**src/rtl/uib_arbiter_if.sv**
```systemverilog
// uib_arbiter_if: request/grant bundle between the uib masters and the arbiter.
// The master modport is the requester side (it also drives bus_ready, as the
// bus stand-in). The slave modport is the arbiter side.
interface uib_arbiter_if #(
    parameter int N_MASTERS = 4
);
    localparam int ID_W = $clog2(N_MASTERS);

    logic [N_MASTERS-1:0] req;
    logic                 bus_ready;
    logic [N_MASTERS-1:0] grant;
    logic [ID_W-1:0]      grant_id;
    logic                 busy;
    logic [N_MASTERS-1:0] master_ready;
    logic                 timeout;

    modport master (
        output req,
        output bus_ready,
        input  grant,
        input  grant_id,
        input  busy,
        input  master_ready,
        input  timeout
    );

    modport slave (
        input  req,
        input  bus_ready,
        output grant,
        output grant_id,
        output busy,
        output master_ready,
        output timeout
    );
endinterface

```
**src/rtl/uib_arbiter.sv**
```systemverilog
// uib_arbiter: round-robin arbiter for the shared uib transaction path.
// One master is granted at a time. The grant holds until bus_ready or until
// the master abandons its request. A one-cycle TURN gap follows every grant.
// Optional feature: define UIB_ARB_TIMEOUT_EN to abort grants that stay open
// TIMEOUT cycles without bus_ready.
module uib_arbiter #(
    parameter int N_MASTERS = 4,
    parameter int TIMEOUT   = 255
) (
    input  logic             clk,
    input  logic             rst,
    uib_arbiter_if.slave     bus
);
    localparam int ID_W = $clog2(N_MASTERS);

    typedef enum logic [1:0] {
        IDLE = 2'd0,
        BUSY = 2'd1,
        TURN = 2'd2
    } state_t;

    state_t               state;
    state_t               next_state;
    logic [N_MASTERS-1:0] grant_q;
    logic [ID_W-1:0]      grant_id_q;
    logic [ID_W-1:0]      last;
    logic                 winner_found;
    logic [ID_W-1:0]      winner_id;
    logic                 expire;

    // Round-robin search: first requester at or after last+1, wrapping
    always_comb begin
        int idx;
        idx          = 0;
        winner_found = 1'b0;
        winner_id    = '0;
        for (int off = 1; off <= N_MASTERS; off++) begin
            idx = (int'(last) + off) % N_MASTERS;
            if (!winner_found && bus.req[idx[ID_W-1:0]]) begin
                winner_found = 1'b1;
                winner_id    = idx[ID_W-1:0];
            end
        end
    end

`ifdef UIB_ARB_TIMEOUT_EN
    logic [15:0] wait_count;

    // Count BUSY cycles spent waiting for bus_ready; restart on every new grant
    always_ff @(posedge clk or posedge rst) begin
        if (rst) begin
            wait_count <= '0;
        end else if (state == IDLE && winner_found) begin
            wait_count <= '0;
        end else if (state == BUSY && !bus.bus_ready) begin
            wait_count <= wait_count + 16'd1;
        end
    end

    // Abort fires in the cycle the count reaches TIMEOUT; bus_ready that same cycle wins
    always_comb begin
        expire = (state == BUSY) && !bus.bus_ready &&
                 ((wait_count + 16'd1) == 16'(TIMEOUT));
    end
`else
    logic [15:0] unused_timeout;
    assign unused_timeout = 16'(TIMEOUT);

    // Without the timeout feature a grant never expires
    always_comb begin
        expire = 1'b0;
    end
`endif

    // State register
    always_ff @(posedge clk or posedge rst) begin
        if (rst) begin
            state <= IDLE;
        end else begin
            state <= next_state;
        end
    end

    // Next-state logic: grant, then wait for completion/abandon/abort, then a gap cycle
    always_comb begin
        next_state = state;
        case (state)
            IDLE: begin
                if (winner_found) begin
                    next_state = BUSY;
                end
            end
            BUSY: begin
                if (bus.bus_ready || !bus.req[grant_id_q] || expire) begin
                    next_state = TURN;
                end
            end
            TURN: begin
                next_state = IDLE;
            end
            default: begin
                next_state = IDLE;
            end
        endcase
    end

    // Grant registers: load the winner on grant, freeze while BUSY, clear when leaving
    always_ff @(posedge clk or posedge rst) begin
        if (rst) begin
            grant_q    <= '0;
            grant_id_q <= '0;
            last       <= ID_W'(N_MASTERS - 1);
        end else begin
            case (state)
                IDLE: begin
                    if (winner_found) begin
                        grant_q    <= {{(N_MASTERS-1){1'b0}}, 1'b1} << winner_id;
                        grant_id_q <= winner_id;
                        last       <= winner_id;
                    end
                end
                BUSY: begin
                    if (next_state != BUSY) begin
                        grant_q    <= '0;
                        grant_id_q <= '0;
                    end
                end
                default: begin
                    grant_q    <= '0;
                    grant_id_q <= '0;
                end
            endcase
        end
    end

    // Outputs: busy from state, ready gated by the held grant, timeout pulse
    always_comb begin
        bus.grant        = grant_q;
        bus.grant_id     = grant_id_q;
        bus.busy         = (state == BUSY);
        bus.master_ready = grant_q & {N_MASTERS{bus.bus_ready}};
        bus.timeout      = expire;
    end
endmodule

```
**src/flat_wrapper.sv**
```systemverilog
// flat-port wrapper written by rule: the top's interface ports become plain ports
module uib_arbiter_flat 
#(
    parameter int N_MASTERS = 4,
    parameter int TIMEOUT   = 255
)
  (clk, rst, bus_req, bus_bus_ready, bus_grant, bus_grant_id, bus_busy, bus_master_ready, bus_timeout);
  uib_arbiter_if #(.N_MASTERS(N_MASTERS)) bus_i ();
  input  logic clk;
  input  logic rst;
  input wire logic [$bits(bus_i.req)-1:0] bus_req;
  input wire logic [$bits(bus_i.bus_ready)-1:0] bus_bus_ready;
  output wire logic [$bits(bus_i.grant)-1:0] bus_grant;
  output wire logic [$bits(bus_i.grant_id)-1:0] bus_grant_id;
  output wire logic [$bits(bus_i.busy)-1:0] bus_busy;
  output wire logic [$bits(bus_i.master_ready)-1:0] bus_master_ready;
  output wire logic [$bits(bus_i.timeout)-1:0] bus_timeout;
  assign bus_i.req = bus_req;
  assign bus_i.bus_ready = bus_bus_ready;
  assign bus_grant = bus_i.grant;
  assign bus_grant_id = bus_i.grant_id;
  assign bus_busy = bus_i.busy;
  assign bus_master_ready = bus_i.master_ready;
  assign bus_timeout = bus_i.timeout;
  uib_arbiter #(.N_MASTERS(N_MASTERS), .TIMEOUT(TIMEOUT)) u_core (.clk(clk), .rst(rst), .bus(bus_i));
endmodule
```
**config.mk**
```make
export PLATFORM = sky130hd
export DESIGN_NAME = uib_arbiter_flat
export DESIGN_NICKNAME = d
export VERILOG_FILES = /design/src/rtl/uib_arbiter_if.sv /design/src/rtl/uib_arbiter.sv /design/src/flat_wrapper.sv
export SDC_FILE = /design/constraint.sdc
export NUM_CORES = 1
export LEC_CHECK = 0
export CELL_PAD_IN_SITES_DETAIL_PLACEMENT = 0
export CELL_PAD_IN_SITES_GLOBAL_PLACEMENT = 1
export CORE_MARGIN = 8
export CORE_UTILIZATION = 33
export CTS_CLUSTER_DIAMETER = 50
export DETAILED_ROUTE_END_ITERATION = 6
export HOLD_SLACK_MARGIN = 0.03
export PLACE_DENSITY_LB_ADDON = 0.1
export SLEW_MARGIN = 20
export SYNTH_ARGS = -nofsm -noshare
export SYNTH_HDL_FRONTEND = slang
export SYNTH_SLANG_ARGS = --single-unit
```
**constraint.sdc**
```tcl
create_clock -name clk -period 2 [get_ports clk]
set_clock_uncertainty 0.2 [all_clocks]
set_input_delay 0.4 -clock clk [delete_from_list [all_inputs] [get_ports clk]]
set_output_delay 0.4 -clock clk [all_outputs]
set_load 0.01 [all_outputs]
```
==> metrics <==
ratio of cells with drive above 1 in the final layout 30.9%; mux cell area share after synthesis about 3.5%; most frequent cell after synthesis dfrtp_1; H-tree levels 1; post-synthesis simple-gate area fraction about 24%; Clock Sinks 10; Synth Area in Compound Gates 25.6%; Nets around 100; die area approximately 3400 um2; routed vias about 550; worst hold margin between 0.15 and 0.2 ns; combinational power share between 50 and 60%; flop2flop setup slack 0.33 ns; Syn Area/Cell 9.85 um2; sequential power share a little under a third; critical path's largest stage delay roughly 0.5 ns; Yosys reg bits 10; area growth from synthesis to layout 53.8%; Post-Synth Adder-Cell Area 0%; Yosys cell types 30; worst reg2reg startpoint u_core.last[0]$_DFFE_PP1P_; RSZ-0062 raised after global routing false; hpwl dp roughly 1300 um; critical-path maximum fanout 4; n_diodes 0; f_max slightly above 500 MHz; crit share post-route approximately 98%; hold crit path type input pin to asynchronous set/reset pin; clock buffer depth 2; wire per inst 13.4 um; die width approximately 59 um; number of CTS-inserted buffers 3; Slew Limit Fails 0; Lkg Pwr between 0.4 and 0.5 nW; I/O Pins 19; CTS clk-pin slew, worst paths 0.07 ns; CP cell instances clkdlybuf4s50_1 > or4_4 > o22a_4 > a21oi_4 > a22o_2; critical path class input pin to flop; pwr dens about 1400 nW/um2; RR Endpoint u_core.bus.grant[1]$_DFFE_PP0P_; clock share of power between 10% and 20%; Post-Synth XOR/XNOR Area 0%; Post-Syn Instances a little over 60; sw frac between 30% and 40%; Placed Cells 114; Post-synth EDFFs 0; Arr. time, crit path roughly 2.0 ns; Non-Filler Instances 119; Net Switching 465 uW; Post-synth top cells dfrtp_1, nand2_1, nor2_1, and2_1, inv_1; gr ovfl total 0; largest net degree at the start of global routing 11; cell count of the worst reg-to-reg path 4; Setup WS post-layout 0.0423 ns; crit end category flop; Vias/cell 4.60; startpoint class of the critical path input pin; global-route wire length before repair between 2000 and 3000 um; Final Critical Period roughly 2.0 ns; Core ar. 1730 um2; number of max-cap violations 0; Site Rows 15; post-synth top area share between 30% and 40%; largest family of logic cells by synthesized area compound AO/OA/AOI/OAI gates; Setup WS pre-CTS -0.330 ns; drt drc 0; Post-DP Area slightly below 900 um2; antenna violations before repair 0; critical path's slowest cell or4_4; Die Y just under 60 um; Yosys warnings 0; fin area between 900 and 1000 um2; post-synth top area cell dfrtp_1; gr usage total between 10% and 20%; ranking of synthesized cells by area dfrtp_1, dfstp_2, a22o_2; Port Buffers 17; Syn Nets between 60 and 70; family with the most delay on the worst path compound AO/OA/AOI/OAI gates; Final ANT Viol Nets 0; final WL between 1500 and 2000 um; CP bufs+invs 1; async set or reset register ratio after synthesis 100%; hold buffers post-CTS 0; Top FF cell, synth dfrtp_1; run status finished, final reports clean; CTS root buffer clkbuf_4; # fillers 170; Synth Cell Area 601 um2; Starting DRT DRC Count 6; router iterations before antenna repair 3; worst skew pair latency ~0.27 ns; GP Congestion around 0.85; Req. time, crit path 2.01 ns; worst vdd ir 0.619 mV; final hold viol count 0; Internal Power 805 uW; register area share after synthesis 42.1%; initial core utilization a little over a third; vias in the first global route ~600; CTS tree done; final setup fails 0
-- worst register-to-register path, cell delays in order, from the launching register on --
cell and delay (ns):
dfstp_2 0.54, nand2b_1 0.13, o21ai_0 0.12, a211o_1 0.33, a22o_2 0.23
-- final cells by class --
class	count	area, um2	share of cell area, %
timing repair buffer	30	264	28.6
tap	25	31.3	3.39
multi-input combinational	46	334	36.2
inverter	4	15.0	1.63
sequential	10	253	27.4
clock buffer	4	26.3	2.85
-- how the worst max path moves through the flow --
stage                              from                         endpoint  slack, ns  depth (start not counted)
after floorplan              bus_req[1]  u_core.bus.grant[0]$_DFFE_PP0P_       0.27                          4
after global placement       bus_req[0]  u_core.bus.grant[1]$_DFFE_PP0P_      -0.30                          5
after CTS                 bus_bus_ready              bus_master_ready[3]       0.02                          3
after global routing      bus_bus_ready              bus_master_ready[2]    0.00007                          3
after detailed placement     bus_req[1]  u_core.bus.grant[0]$_DFFE_PP0P_      -0.33                          5
final                        bus_req[3]  u_core.bus.grant[1]$_DFFE_PP0P_       0.04                          5
-- power by group through the flow --
stage               Clock, mW  Combinational [mW]  Sequential, mW
finish                  0.152               0.715           0.402
global route            0.173               0.779           0.420
CTS                     0.157               0.720           0.403
detailed placement          0               0.699           0.413
global placement            0               0.700           0.410
floorplan                   0               0.312           0.426
-- cell families (layout without fill, tap and decap cells) --
logic type / Yosys count / count (layout)
AND/OR/NAND/NOR: 26 / 26
AO/OA/AOI/OAI: 17 / 17
flip-flops: 10 / 10
buffers and inverters: 5 / 38
multiplexers: 2 / 2
other: 1 / 1
-- stage by stage --
step | TNS [ns] | util, % | power (mW)
after floorplan | 0 | - | 0.738
after global placement | -2.97 | 51.2 | 1.11
after detailed placement | -3.24 | 51.2 | 1.11
after CTS | 0 | 53.1 | 1.28
after global routing | 0 | 53.5 | 1.37
final | 0 | 53.5 | 1.27
-- registers in the layout (all words and copies together) (netlist names) --
name                 count
u_core.bus.grant_id      2
u_core.bus.grant         4
u_core.last              2
u_core.state             2
-- routing by layer --
layer / global-route usage [%] / up-vias / part of all wire, %
li1: - / 286 / -
met1: 12.7 / 249 / 47
met2: 16.2 / 12 / 46
met3: 5.22 / 0 / 6.9
met4: 2.05 / 0 / 0
met5: 0 / - / 0
-- placed cells by master, fill, tap and decap left out, types with 2 or more instances in the layout --
cell	instances
a211oi_1	2
a22o_1	2
a22o_2	3
and2_1	4
buf_4	13
clkbuf_4	3
clkdlybuf4s50_1	13
dfrtp_1	8
dfstp_2	2
dlygate4sd2_1	3
inv_1	4
nand2_1	5
nand2b_1	2
nor2_1	5
nor2b_1	2
nor3b_1	2
o21ai_0	2
-- repair_timing --
| item | 4_1_cts | 5_1_grt |
|---|---|---|
| setup buffers | 1 | 0 |
| resized for setup | 6 | 1 |
| endpoints found under the setup margin | 9 | 5 |
Note: power is estimated with default switching activity, not from simulation.
